### src/rtl/axil_pkg.sv
// Shared AXI4-Lite response codes and the initiator state encoding.
package axil_pkg;

    localparam logic [1:0] AXI_RESP_OKAY   = 2'b00;
    localparam logic [1:0] AXI_RESP_EXOKAY = 2'b01;
    localparam logic [1:0] AXI_RESP_SLVERR = 2'b10;
    localparam logic [1:0] AXI_RESP_DECERR = 2'b11;

    typedef enum logic [2:0] {
        ST_IDLE = 3'd0,
        ST_WR   = 3'd1,
        ST_WR_B = 3'd2,
        ST_RD_A = 3'd3,
        ST_RD_R = 3'd4,
        ST_RSP  = 3'd5
    } state_t;

endpackage

### src/rtl/axil_master.sv
// AXI4-Lite initiator: turns single-word commands into AXI4-Lite transactions,
// one outstanding at a time, and returns the slave response on the rsp stream.
module axil_master
    import axil_pkg::*;
#(
    parameter int unsigned DATA_WIDTH = 32,
    parameter int unsigned ADDR_WIDTH = 16,
    parameter int unsigned STRB_WIDTH = DATA_WIDTH / 8
) (
    input  logic                  clk,
    input  logic                  rst,
    input  logic [ADDR_WIDTH-1:0] cmd_addr,
    input  logic [DATA_WIDTH-1:0] cmd_wdata,
    input  logic [STRB_WIDTH-1:0] cmd_wstrb,
    input  logic                  cmd_we,
    input  logic                  cmd_valid,
    output logic                  cmd_ready,
    output logic [DATA_WIDTH-1:0] rsp_rdata,
    output logic [1:0]            rsp_resp,
    output logic                  rsp_valid,
    input  logic                  rsp_ready,
    output logic [ADDR_WIDTH-1:0] m_axil_awaddr,
    output logic [2:0]            m_axil_awprot,
    output logic                  m_axil_awvalid,
    input  logic                  m_axil_awready,
    output logic [DATA_WIDTH-1:0] m_axil_wdata,
    output logic [STRB_WIDTH-1:0] m_axil_wstrb,
    output logic                  m_axil_wvalid,
    input  logic                  m_axil_wready,
    input  logic [1:0]            m_axil_bresp,
    input  logic                  m_axil_bvalid,
    output logic                  m_axil_bready,
    output logic [ADDR_WIDTH-1:0] m_axil_araddr,
    output logic [2:0]            m_axil_arprot,
    output logic                  m_axil_arvalid,
    input  logic                  m_axil_arready,
    input  logic [DATA_WIDTH-1:0] m_axil_rdata,
    input  logic [1:0]            m_axil_rresp,
    input  logic                  m_axil_rvalid,
    output logic                  m_axil_rready
);

    state_t                r_state,     w_state_nxt;
    logic [ADDR_WIDTH-1:0] r_addr,      w_addr_nxt;
    logic [DATA_WIDTH-1:0] r_wdata,     w_wdata_nxt;
    logic [STRB_WIDTH-1:0] r_wstrb,     w_wstrb_nxt;
    logic                  r_awvalid,   w_awvalid_nxt;
    logic                  r_wvalid,    w_wvalid_nxt;
    logic                  r_arvalid,   w_arvalid_nxt;
    logic                  r_bready,    w_bready_nxt;
    logic                  r_rready,    w_rready_nxt;
    logic                  r_rsp_valid, w_rsp_valid_nxt;
    logic [DATA_WIDTH-1:0] r_rsp_rdata, w_rsp_rdata_nxt;
    logic [1:0]            r_rsp_resp,  w_rsp_resp_nxt;

    // Per-channel completion in WR: a channel is done once its valid is no longer pending.
    logic w_aw_done;
    logic w_w_done;

    always_ff @(posedge clk or posedge rst) begin
        if (rst) begin
            r_state     <= ST_IDLE;
            r_addr      <= '0;
            r_wdata     <= '0;
            r_wstrb     <= '0;
            r_awvalid   <= 1'b0;
            r_wvalid    <= 1'b0;
            r_arvalid   <= 1'b0;
            r_bready    <= 1'b0;
            r_rready    <= 1'b0;
            r_rsp_valid <= 1'b0;
            r_rsp_rdata <= '0;
            r_rsp_resp  <= AXI_RESP_OKAY;
        end else begin
            r_state     <= w_state_nxt;
            r_addr      <= w_addr_nxt;
            r_wdata     <= w_wdata_nxt;
            r_wstrb     <= w_wstrb_nxt;
            r_awvalid   <= w_awvalid_nxt;
            r_wvalid    <= w_wvalid_nxt;
            r_arvalid   <= w_arvalid_nxt;
            r_bready    <= w_bready_nxt;
            r_rready    <= w_rready_nxt;
            r_rsp_valid <= w_rsp_valid_nxt;
            r_rsp_rdata <= w_rsp_rdata_nxt;
            r_rsp_resp  <= w_rsp_resp_nxt;
        end
    end

    always_comb begin
        w_state_nxt     = r_state;
        w_addr_nxt      = r_addr;
        w_wdata_nxt     = r_wdata;
        w_wstrb_nxt     = r_wstrb;
        w_awvalid_nxt   = r_awvalid;
        w_wvalid_nxt    = r_wvalid;
        w_arvalid_nxt   = r_arvalid;
        w_bready_nxt    = r_bready;
        w_rready_nxt    = r_rready;
        w_rsp_valid_nxt = r_rsp_valid;
        w_rsp_rdata_nxt = r_rsp_rdata;
        w_rsp_resp_nxt  = r_rsp_resp;
        w_aw_done       = !r_awvalid || m_axil_awready;
        w_w_done        = !r_wvalid  || m_axil_wready;

        case (r_state)
            ST_IDLE: begin
                if (cmd_valid) begin
                    w_addr_nxt  = cmd_addr;
                    w_wdata_nxt = cmd_wdata;
                    w_wstrb_nxt = cmd_wstrb;
                    if (cmd_we) begin
                        w_awvalid_nxt = 1'b1;
                        w_wvalid_nxt  = 1'b1;
                        w_state_nxt   = ST_WR;
                    end else begin
                        w_arvalid_nxt = 1'b1;
                        w_state_nxt   = ST_RD_A;
                    end
                end
            end
            ST_WR: begin
                if (m_axil_awready) w_awvalid_nxt = 1'b0;
                if (m_axil_wready)  w_wvalid_nxt  = 1'b0;
                if (w_aw_done && w_w_done) begin
                    w_bready_nxt = 1'b1;
                    w_state_nxt  = ST_WR_B;
                end
            end
            ST_WR_B: begin
                if (m_axil_bvalid && r_bready) begin
                    w_rsp_resp_nxt  = m_axil_bresp;
                    w_rsp_rdata_nxt = '0;
                    w_bready_nxt    = 1'b0;
                    w_rsp_valid_nxt = 1'b1;
                    w_state_nxt     = ST_RSP;
                end
            end
            ST_RD_A: begin
                if (m_axil_arready) begin
                    w_arvalid_nxt = 1'b0;
                    w_rready_nxt  = 1'b1;
                    w_state_nxt   = ST_RD_R;
                end
            end
            ST_RD_R: begin
                if (m_axil_rvalid && r_rready) begin
                    w_rsp_rdata_nxt = m_axil_rdata;
                    w_rsp_resp_nxt  = m_axil_rresp;
                    w_rready_nxt    = 1'b0;
                    w_rsp_valid_nxt = 1'b1;
                    w_state_nxt     = ST_RSP;
                end
            end
            ST_RSP: begin
                if (rsp_ready) begin
                    w_rsp_valid_nxt = 1'b0;
                    w_state_nxt     = ST_IDLE;
                end
            end
            default: begin
                w_state_nxt = ST_IDLE;
            end
        endcase
    end

    assign cmd_ready      = (r_state == ST_IDLE);
    assign rsp_rdata      = r_rsp_rdata;
    assign rsp_resp       = r_rsp_resp;
    assign rsp_valid      = r_rsp_valid;
    assign m_axil_awaddr  = r_addr;
    assign m_axil_awprot  = 3'b000;
    assign m_axil_awvalid = r_awvalid;
    assign m_axil_wdata   = r_wdata;
    assign m_axil_wstrb   = r_wstrb;
    assign m_axil_wvalid  = r_wvalid;
    assign m_axil_bready  = r_bready;
    assign m_axil_araddr  = r_addr;
    assign m_axil_arprot  = 3'b000;
    assign m_axil_arvalid = r_arvalid;
    assign m_axil_rready  = r_rready;

endmodule

### config.mk
export PLATFORM = sky130hd
export DESIGN_NAME = axil_master
export DESIGN_NICKNAME = d
export VERILOG_FILES = /design/src/rtl/axil_pkg.sv /design/src/rtl/axil_master.sv
export SDC_FILE = /design/constraint.sdc
export NUM_CORES = 1
export LEC_CHECK = 0
export ABC_AREA = 0
export CORE_MARGIN = 2
export CORE_UTILIZATION = 41
export DETAILED_ROUTE_END_ITERATION = 16
export MAX_ROUTING_LAYER = met4
export PLACE_DENSITY = 0.9
export RECOVER_POWER = 100
export SYNTH_ARGS = -nofsm -noshare
export SYNTH_HDL_FRONTEND = slang
export SYNTH_SLANG_ARGS = --single-unit
### constraint.sdc
create_clock -name clk -period 5.4 [get_ports clk]
set_input_delay 1.08 -clock clk [delete_from_list [all_inputs] [get_ports clk]]
set_output_delay 1.08 -clock clk [all_outputs]
set_load 0.01 [all_outputs]
==> results.yml <==
cts:
  cts_htree_levels: 3
  cts-root-buf: "clkbuf_8"
  ctsHoldBuffers: 0
  post_cts_buffers: 0
  ctsResizeCount: 0
  cts_tree: "done"
  clk_path_buf_depth: 2
  clock_sinks: 95
  cts_buffers: 9
  clkTransAtPathRegs_ns: 0.08
  clock_latency_ns: 0.35
synth:
  ys_seq_area_frac: 0.614
  synthArstFlopShare: 1.00
  synth_commonest_cells: "dfrtp_1 (95), mux2_2 (54), a22o_1 (32)"
  netlist_area_sq_mm: 0.00387
  yosys.area.top_type_share: 0.614
  syn-instance-count: 272
  synth_edf_count: 0
  synth_flop_cell: "dfrtp_1"
  yosysTopAreaCell: "dfrtp_1"
  synth_cell_type_count: 34
  ys_ff_latch: 95
  syn_avg_cell_area_sq_um: 14.2
  post-synth-top-count-cell: "dfrtp_1"
  ys_warn_count: 0
  synth_area_leaders: "dfrtp_1 (61%), mux2_2 (16%), a22o_1 (7.2%), buf_4 (5.2%), mux2_1 (1.2%)"
global_route:
  grt_util_met3: 0.0483
  use_met2: 0.349
  antenna_found_initial: 0
  grt_pass1_vias: 3016
  grt_overflow: 0
  globalRouteTotalUtil: 0.203
  grt_max_degree: 59
  grt_pass1_wl_microns: 15400
  grt_busiest_layer: "met2"
  met1_usage: 0.227
placement:
  placed_area_sq_mm: 0.00584
  io_buffers: 206
  routabilityCongestion: 0.835
  post-dp-hpwl_microns: 7710
timing:
  hold_viol: 0
  worstMarginPinSlew_ns: 2.55
  fin_crit_ns: 3.68
  rsz0062_at_grt: "no"
  setup_tns_ns: 0
  timing.fmax_mhz: 272
  setup_viol: 0
  period_share: 0.682
  fin_worst_skew_ns: 0.0111
  final_max_slew_viol_count: 59
  relSlewSlack: -0.710
worst_setup_path:
  crit_type: "primary input to async pin"
  cp-end-kind: "async pin"
  required_ns: 5.76
  arrival_ns: 4.04
  ff2ff_setup_slack_ns: 2.73
  path_max_fanout: 58
  startpoint_type: "primary input"
  rr_worst_depth: 4
cells_and_area:
  fin_nets: 555
  diodes: 0
  design_area_sq_mm: 0.00604
  drive_above_1_share: 0.162
  syn2layout_area_growth_pct: 55.9
  fillers: 688
  regArea_sq_mm: 0.00238
  multi_input_area_sq_mm: 0.00123
floorplan:
  rows: 35
  dieWidth_microns: 101
  initial_core_util: 0.421
  core-area_sq_mm: 0.00920
  die_y_microns: 101
  io_pins: 213
  dieArea_sq_mm: 0.0102
min_path:
  holdPathStages: 1
  hold_path_class: "register to register"
power:
  finalPower_mw: 2.99
  power.density_mw_per_mm2: 495
  p_leak_nw: 2.69
  vdd_ir_drop_max_mv: 0.364
drt:
  vias: 2936
  vias_per_cell: 5.12
  routedWlPerCell_microns: 17.8
  first_iter_violations: 95
  drc_errors: 0
  firstDrtPassIters: 4
  ant_nets: 0
  wirelength_microns: 10200
outcome:
  status: "finished, violations left"
  violations: "capacitance limit, slew limit"
flow_run:
  maxCapViolCount: 1
-- metal layers --
metal | vias to the layer above | part of all wire
li1 | 1310 | -
met1 | 1456 | 0.37
met2 | 150 | 0.54
met3 | 20 | 0.066
met4 | 0 | 0.021
met5 | - | 0
-- cells by family after synthesis --
logic type                count (synthesis)  synth area share
DFF                                      95             0.614
muxes                                    59             0.171
AOI/OAI and AO/OA                        45            0.0934
buffers and inverters                    42            0.0743
and+or+nand+nor                          29            0.0436
xor gates and xnor gates                  1           0.00226
other                                     1          0.000969
-- registers in the layout, indices dropped and copies added (netlist names) --
register	cells
m_axil_wdata	32
rsp_rdata	32
m_axil_araddr	16
m_axil_wstrb	4
r_state	3
rsp_resp	2
m_axil_arvalid	1
m_axil_awvalid	1
m_axil_bready	1
m_axil_rready	1
m_axil_wvalid	1
rsp_valid	1
-- power by group --
part           leakage (nW)  switching [mW]  total [mW]  internal, mW
registers              1.19           0.190        1.17         0.983
logic                  1.40           0.570        1.35         0.776
clock network        0.0932           0.242       0.471         0.229
-- metrics by stage --
stage | setup WS [ns] | cells | hold WS (ns) | util
CTS | 2.31 | 573 | 0.517 | 0.657
floorplan | 1.84 | 277 | 0.534 | -
global placement | 2.10 | 557 | 0.487 | 0.635
global route | 1.14 | 573 | 0.526 | 0.656
detailed placement | 1.99 | 557 | 0.493 | 0.635
finish | 1.72 | 573 | 0.509 | 0.656
-- area by class of cell --
| type | count | area share |
|---|---|---|
| flip-flops and latches | 95 | 0.394 |
| repair buffers | 208 | 0.344 |
| multi-input cells | 140 | 0.205 |
| clock buffers | 12 | 0.0240 |
| well taps | 111 | 0.0230 |
| clock inverters | 4 | 0.00891 |
| inverters | 3 | 0.00207 |
-- path summary, 6_finish.rpt --
check / startpoint / endpoint
max: rst / m_axil_wdata[21]$_DFFE_PP0P_
min: rsp_rdata[15]$_DFFE_PP0P_ / rsp_rdata[15]$_DFFE_PP0P_
max reg2reg: r_state[1]$_DFFE_PP0P_ / rsp_resp[0]$_DFFE_PP0P_
min reg2reg: rsp_rdata[15]$_DFFE_PP0P_ / rsp_rdata[15]$_DFFE_PP0P_
max in group clk: m_axil_rvalid / rsp_resp[0]$_DFFE_PP0P_
min in group asynchronous: rst / m_axil_wdata[17]$_DFFE_PP0P_
-- critical path: stages --
cell	delay (ns)
dlygate4sd3_1	0.54
clkinvlp_2	1.43
clkbuf_2	0.91
-- cells in the final DEF, fill, tap and decap left out, types with 2 or more instances in the layout --
master           count
a21oi_1              5
clkinvlp_4           2
nor2_1               6
conb_1               6
clkbuf_1             2
clkbuf_8            10
mux2_1               4
dfrtp_1             95
nand3b_1             2
clkdlybuf4s50_1     93
mux2_2              54
inv_1                2
a22o_1              32
o21ai_0              3
nand2b_1             3
nor4_1               2
dlygate4sd3_1      113
nand2_1              6
Power figures use the tool's default switching activity.
